File: src/rtl/magnitude_compare_seq.sv
// -----------------------------------------------------------------------------
// magnitude_compare_seq
//
// Sequential magnitude comparator. A request (a, b, op, signed_cmp) is
// captured on an accept edge, then the operands are compared one CHUNK-bit
// slice per cycle, most significant slice first. The finished relation is
// held in DONE until the consumer takes it.
//
// Handshake: a transfer happens on a rising edge where valid and ready are
// both 1. in_ready is 1 only in IDLE. out_valid is 1 only in DONE, and the
// result and flags are held stable there until out_ready is seen. The edge
// that retires a result never accepts a new request: in_ready rises the
// cycle after.
//
// Parameters
//   WIDTH       operand width in bits (2..64)
//   CHUNK       bits compared per cycle, must divide WIDTH
//   EARLY_EXIT  1 = stop at the first differing slice, 0 = always scan all
//
// Ports
//   clk, rst            clock, synchronous active-high reset
//   in_valid/in_ready   request handshake
//   a, b                operands
//   op                  predicate: 0 GT, 1 LT, 2 EQ, 3 NE, 4 GE, 5 LE, 6/7 -> 0
//   signed_cmp          1 = two's-complement compare
//   out_valid/out_ready result handshake
//   result              selected predicate of a versus b
//   gt, lt, eq          relation flags (one-hot while out_valid, else 0)
//   busy                1 whenever the state is not IDLE
//   state_dbg           current FSM state (0 IDLE, 1 SCAN, 2 DONE)
// -----------------------------------------------------------------------------
module magnitude_compare_seq #(
    parameter int WIDTH      = 16,
    parameter int CHUNK      = 4,
    parameter int EARLY_EXIT = 1
) (
    input  logic             clk,
    input  logic             rst,
    input  logic             in_valid,
    output logic             in_ready,
    input  logic [WIDTH-1:0] a,
    input  logic [WIDTH-1:0] b,
    input  logic [2:0]       op,
    input  logic             signed_cmp,
    output logic             out_valid,
    input  logic             out_ready,
    output logic             result,
    output logic             gt,
    output logic             lt,
    output logic             eq,
    output logic             busy,
    output logic [1:0]       state_dbg
);

    localparam int NCHUNK = WIDTH / CHUNK;
    localparam int IDX_W  = (NCHUNK > 1) ? $clog2(NCHUNK) : 1;

    generate
        if (WIDTH < 2 || WIDTH > 64 || CHUNK < 1 || (WIDTH % CHUNK) != 0) begin : g_bad_params
            $error("magnitude_compare_seq: WIDTH must be 2..64 and divisible by CHUNK");
        end
    endgenerate

    typedef enum logic [1:0] {
        S_IDLE = 2'd0,
        S_SCAN = 2'd1,
        S_DONE = 2'd2
    } state_t;

    state_t             state_q, state_d;
    logic [WIDTH-1:0]   a_q, a_d, b_q, b_d;
    logic [2:0]         op_q, op_d;
    logic [IDX_W-1:0]   idx_q, idx_d;
    logic               gt_q, gt_d, lt_q, lt_d, eq_q, eq_d;
    logic               result_q, result_d;
    // Sticky decision used when every slice is scanned regardless.
    logic               found_q, found_d;
    logic               sgt_q, sgt_d;

    logic [CHUNK-1:0]   chunk_a, chunk_b;
    logic               differ, chunk_gt;
    logic               finish, fin_gt, fin_lt, fin_eq;

    function automatic logic pred(input logic [2:0] o, input logic g,
                                  input logic l, input logic e);
        case (o)
            3'b000:  pred = g;
            3'b001:  pred = l;
            3'b010:  pred = e;
            3'b011:  pred = ~e;
            3'b100:  pred = g | e;
            3'b101:  pred = l | e;
            default: pred = 1'b0;
        endcase
    endfunction

    // Select the slice at the current index.
    always_comb begin
        chunk_a = '0;
        chunk_b = '0;
        for (int i = 0; i < NCHUNK; i++) begin
            if (idx_q == IDX_W'(i)) begin
                chunk_a = a_q[i*CHUNK +: CHUNK];
                chunk_b = b_q[i*CHUNK +: CHUNK];
            end
        end
    end

    always_comb begin
        state_d  = state_q;
        a_d      = a_q;
        b_d      = b_q;
        op_d     = op_q;
        idx_d    = idx_q;
        gt_d     = gt_q;
        lt_d     = lt_q;
        eq_d     = eq_q;
        result_d = result_q;
        found_d  = found_q;
        sgt_d    = sgt_q;
        differ   = (chunk_a != chunk_b);
        chunk_gt = (chunk_a > chunk_b);
        finish   = 1'b0;
        fin_gt   = 1'b0;
        fin_lt   = 1'b0;
        fin_eq   = 1'b0;

        case (state_q)
            S_IDLE: begin
                if (in_valid) begin
                    a_d = a;
                    b_d = b;
                    // Flipping both sign bits maps two's-complement order
                    // onto unsigned order, so the scan itself is unsigned.
                    if (signed_cmp) begin
                        a_d[WIDTH-1] = ~a[WIDTH-1];
                        b_d[WIDTH-1] = ~b[WIDTH-1];
                    end
                    op_d    = op;
                    idx_d   = IDX_W'(NCHUNK - 1);
                    found_d = 1'b0;
                    sgt_d   = 1'b0;
                    state_d = S_SCAN;
                end
            end
            S_SCAN: begin
                if (differ && EARLY_EXIT != 0) begin
                    finish = 1'b1;
                    fin_gt = chunk_gt;
                    fin_lt = ~chunk_gt;
                end else begin
                    if (differ && !found_q) begin
                        found_d = 1'b1;
                        sgt_d   = chunk_gt;
                    end
                    if (idx_q == '0) begin
                        finish = 1'b1;
                        if (found_q) begin
                            fin_gt = sgt_q;
                            fin_lt = ~sgt_q;
                        end else if (differ) begin
                            fin_gt = chunk_gt;
                            fin_lt = ~chunk_gt;
                        end else begin
                            fin_eq = 1'b1;
                        end
                    end else begin
                        idx_d = idx_q - 1'b1;
                    end
                end
                if (finish) begin
                    gt_d     = fin_gt;
                    lt_d     = fin_lt;
                    eq_d     = fin_eq;
                    result_d = pred(op_q, fin_gt, fin_lt, fin_eq);
                    state_d  = S_DONE;
                end
            end
            S_DONE: begin
                if (out_ready) begin
                    gt_d     = 1'b0;
                    lt_d     = 1'b0;
                    eq_d     = 1'b0;
                    result_d = 1'b0;
                    state_d  = S_IDLE;
                end
            end
            default: state_d = S_IDLE;
        endcase
    end

    always_ff @(posedge clk) begin
        if (rst) begin
            state_q  <= S_IDLE;
            a_q      <= '0;
            b_q      <= '0;
            op_q     <= '0;
            idx_q    <= '0;
            gt_q     <= 1'b0;
            lt_q     <= 1'b0;
            eq_q     <= 1'b0;
            result_q <= 1'b0;
            found_q  <= 1'b0;
            sgt_q    <= 1'b0;
        end else begin
            state_q  <= state_d;
            a_q      <= a_d;
            b_q      <= b_d;
            op_q     <= op_d;
            idx_q    <= idx_d;
            gt_q     <= gt_d;
            lt_q     <= lt_d;
            eq_q     <= eq_d;
            result_q <= result_d;
            found_q  <= found_d;
            sgt_q    <= sgt_d;
        end
    end

    assign in_ready  = (state_q == S_IDLE);
    assign busy      = (state_q != S_IDLE);
    assign out_valid = (state_q == S_DONE);
    assign result    = result_q;
    assign gt        = gt_q;
    assign lt        = lt_q;
    assign eq        = eq_q;
    assign state_dbg = state_q;

endmodule

File: config.mk
export PLATFORM = sky130hd
export DESIGN_NAME = magnitude_compare_seq
export DESIGN_NICKNAME = d
export VERILOG_FILES = /design/src/rtl/magnitude_compare_seq.sv
export SDC_FILE = /design/constraint.sdc
export NUM_CORES = 1
export LEC_CHECK = 0
export CORE_MARGIN = 10
export CORE_UTILIZATION = 25
export CTS_CLUSTER_SIZE = 28
export DETAILED_ROUTE_END_ITERATION = 6
export GPL_TIMING_DRIVEN = 0
export PLACE_DENSITY_LB_ADDON = 0.25
export SLEW_MARGIN = 20
export SYNTH_ARGS = -nofsm -noshare
export SYNTH_HDL_FRONTEND = slang
export SYNTH_SLANG_ARGS = --single-unit
File: constraint.sdc
create_clock -name clk -period 2.7 [get_ports clk]
set_input_delay 0.27 -clock clk [delete_from_list [all_inputs] [get_ports clk]]
set_output_delay 0.27 -clock clk [all_outputs]
set_load 0.01 [all_outputs]
==> qor.csv <==
metric;value;unit
place_congestion;0.836;
grt_max_degree;14;
yosysTopAreaCell;dfxtp_1;
syn_nets;330;
dp_hpwl;4650;um
start_util;25.8;%
synth-main-ff-cell;dfxtp_1;
grt_pass1_wl;9910;um
drt-initial-drc-count;88;
fin_ws;-0.0530;ns
p_total;2090;uW
reg2reg_setup_slack;-0.05;ns
r2r-start;idx_q[1];
critPathArrivalTime;2.96;ns
nets;390;
clockBufferDepth;2;
cts_root_buffer;clkbuf_8;
layout.cells.non_filler;448;
violations;negative setup slack;
grt_pass1_vias;2116;
min_to;result;
power.density;691;nW/um^2
clk_latency;0.29;ns
synth_area;2120;um^2
die_area;12600;um^2
fp.dieH;112;um
avgSynthCellArea;7.51;um^2
max-slew-margin-rel;65.7;%
wl_per_cell;13.3;um
min_from;rst;
detail-route-antenna-nets;0;
ios;49;
fin_util;36.8;%
tightest_slew;0.514;ns
ys_seq_elements;45;
place_inst;434;
ys_types;33;
drive_above_1_share;11.7;%
core;8220;um^2
reg2regPathDepth;13;
synth_most_common_cell;nand2_1;
clock_sinks;45;
syn_inst;282;
ys_top_cells_by_count;nand2_1 (85), a21oi_1 (58), dfxtp_1 (45);
slew_violations;0;
ys_async_sr_fraction;0;%
post-route-period-util;102;%
dr.pass1.iters;4;
vias;2042;
seq_area_frac_synth;42.5;%
areaGrowthSynthToFinish;42.8;%
crit_fanout;10;
regArea;908;um^2
cap_violations;0;
timing.fmax;0.363;GHz
yosys_warnings;0;
clk_pin_slew;0.08;ns
reg2reg_to;result;
htree_num_levels;2;
antenna_found_initial;0;
multiInputGateArea;1210;um^2
finalHoldViolCount;0;
hold_class;input port to register;
vias_per_cell;4.56;
netlist.area_leader.share;42.5;%
finalWirelength;5940;um
die_w;112;um
cp.required;2.91;ns
critPathLaunchType;register;
port_buffers;47;
setup_viol;1;
stdcell_area;3020;um^2
diodes;0;
grt_overflow_total;0;
fin_crit;2.75;ns
cts_tree;yes;
place_area;2790;um^2
synth_edf_count;0;
rsz0062_at_grt;yes;
critPathKind;register to register;
cts-buffers-inserted;5;
cellLeakagePower;0.00109;uW
rows;33;
outcome;finished, violations left;
drc_errors;0;
hold_depth;2;
ir_worst_vdd;0.000250;V
synthTopCellsByArea;dfxtp_1 (43%), nand2_1 (15%), a21oi_1 (14%), ha_1 (4.7%), nand3b_1 (3.5%);
fin_skew;0.00677;ns
grt_util_all_layers;9.40;%
end_kind;register;
fill_cells;864;
holdWs;0.455;ns
==> layout make-up <==
cell class              instances  area share, %
multi-input cells             217           40.1
inverters                       3          0.538
repair buffers                 53           17.0
plain buffers                  17           4.26
well taps                     105           4.34
clock buffers                   8           3.68
flip-flops and latches         45           30.0
==> state kept, by name (all words and copies together), names as in the netlist <==
name,count
a_q,16
b_q,16
eq,1
found_q,1
gt,1
idx_q,2
lt,1
op_q,3
result,1
sgt_q,1
state_dbg,2
==> layout by cell type, fill, tap and decap left out, types with 6 or more instances in the layout <==
| master | Yosys | final |
|---|---|---|
| a21oi_1 | 58 | 53 |
| buf_4 | 0 | 6 |
| clkbuf_1 | 15 | 11 |
| clkbuf_8 | 0 | 8 |
| clkdlybuf4s50_1 | 0 | 47 |
| dfxtp_1 | 45 | 43 |
| ha_1 | 8 | 6 |
| nand2_1 | 85 | 85 |
| nand3_1 | 6 | 6 |
| nand3b_1 | 10 | 10 |
| nor2_1 | 11 | 11 |
==> power breakdown <==
part           leakage (uW)  switching [uW]  total, uW  internal (uW)
clock             0.0000566             223        487            265
combinational      0.000663             405        810            405
sequential         0.000370            53.2        792            739
==> timing repair <==
action	4_1_cts	5_1_grt
buffers inserted	4	2
pin swaps	7	2
endpoints found under the setup margin	1	2
hold buffers	0	0
gates resized for setup	13	6
==> worst max path at each step <==
| stage | to | startpoint | slack, ns | cells past startpoint |
|---|---|---|---|---|
| 2_1_floorplan | result | idx_q[0] | 0.02 | 13 |
| 3_3_place_gp | result | idx_q[1] | -0.20 | 12 |
| 3_5_place_dp | result | idx_q[1] | -0.22 | 14 |
| 4_1_cts | result | idx_q[1] | -0.07 | 13 |
| 5_1_grt | result | idx_q[0] | -0.16 | 14 |
| 6_report | result | idx_q[1] | -0.05 | 13 |
==> routing by layer <==
metal	up-vias	global-route usage (%)	wire (um)	share of wire, %
met5	-	0	0	0
met4	0	2.88	65	1.1
met3	6	2.40	215	3.6
met2	36	16.2	2880	48
met1	933	11.2	2780	47
li1	1067	-	-	-
==> through the flow <==
step / TNS, ns / setup WS, ns
after floorplan: 0 / 0.0195
after global placement: -0.196 / -0.196
after detailed placement: -0.218 / -0.218
after CTS: -0.0658 / -0.0658
after global routing: -0.167 / -0.162
final: -0.0530 / -0.0530
==> worst max-delay path, stage by stage, from the launching register on <==
cell,delay (ns)
dfxtp_4,0.38
inv_4,0.05
ha_4,0.17
clkbuf_8,0.16
nand3b_1,0.17
a21oi_2,0.12
a21oi_1,0.05
o21ai_1,0.14
ha_1,0.26
nand2b_4,0.14
a2111o_1,0.42
and2_4,0.15
a311o_1,0.27
a311oi_2,0.18
==> kinds of logic after synthesis <==
group,Yosys count,share of synthesized area (%)
simple gates,129,27.4
fa+ha+maj,8,4.73
flops,45,42.5
buf+inv,20,3.60
mux,1,0.473
xor+xnor,3,1.24
compound gates,76,20.0
(Power assumes the default switching activity.)
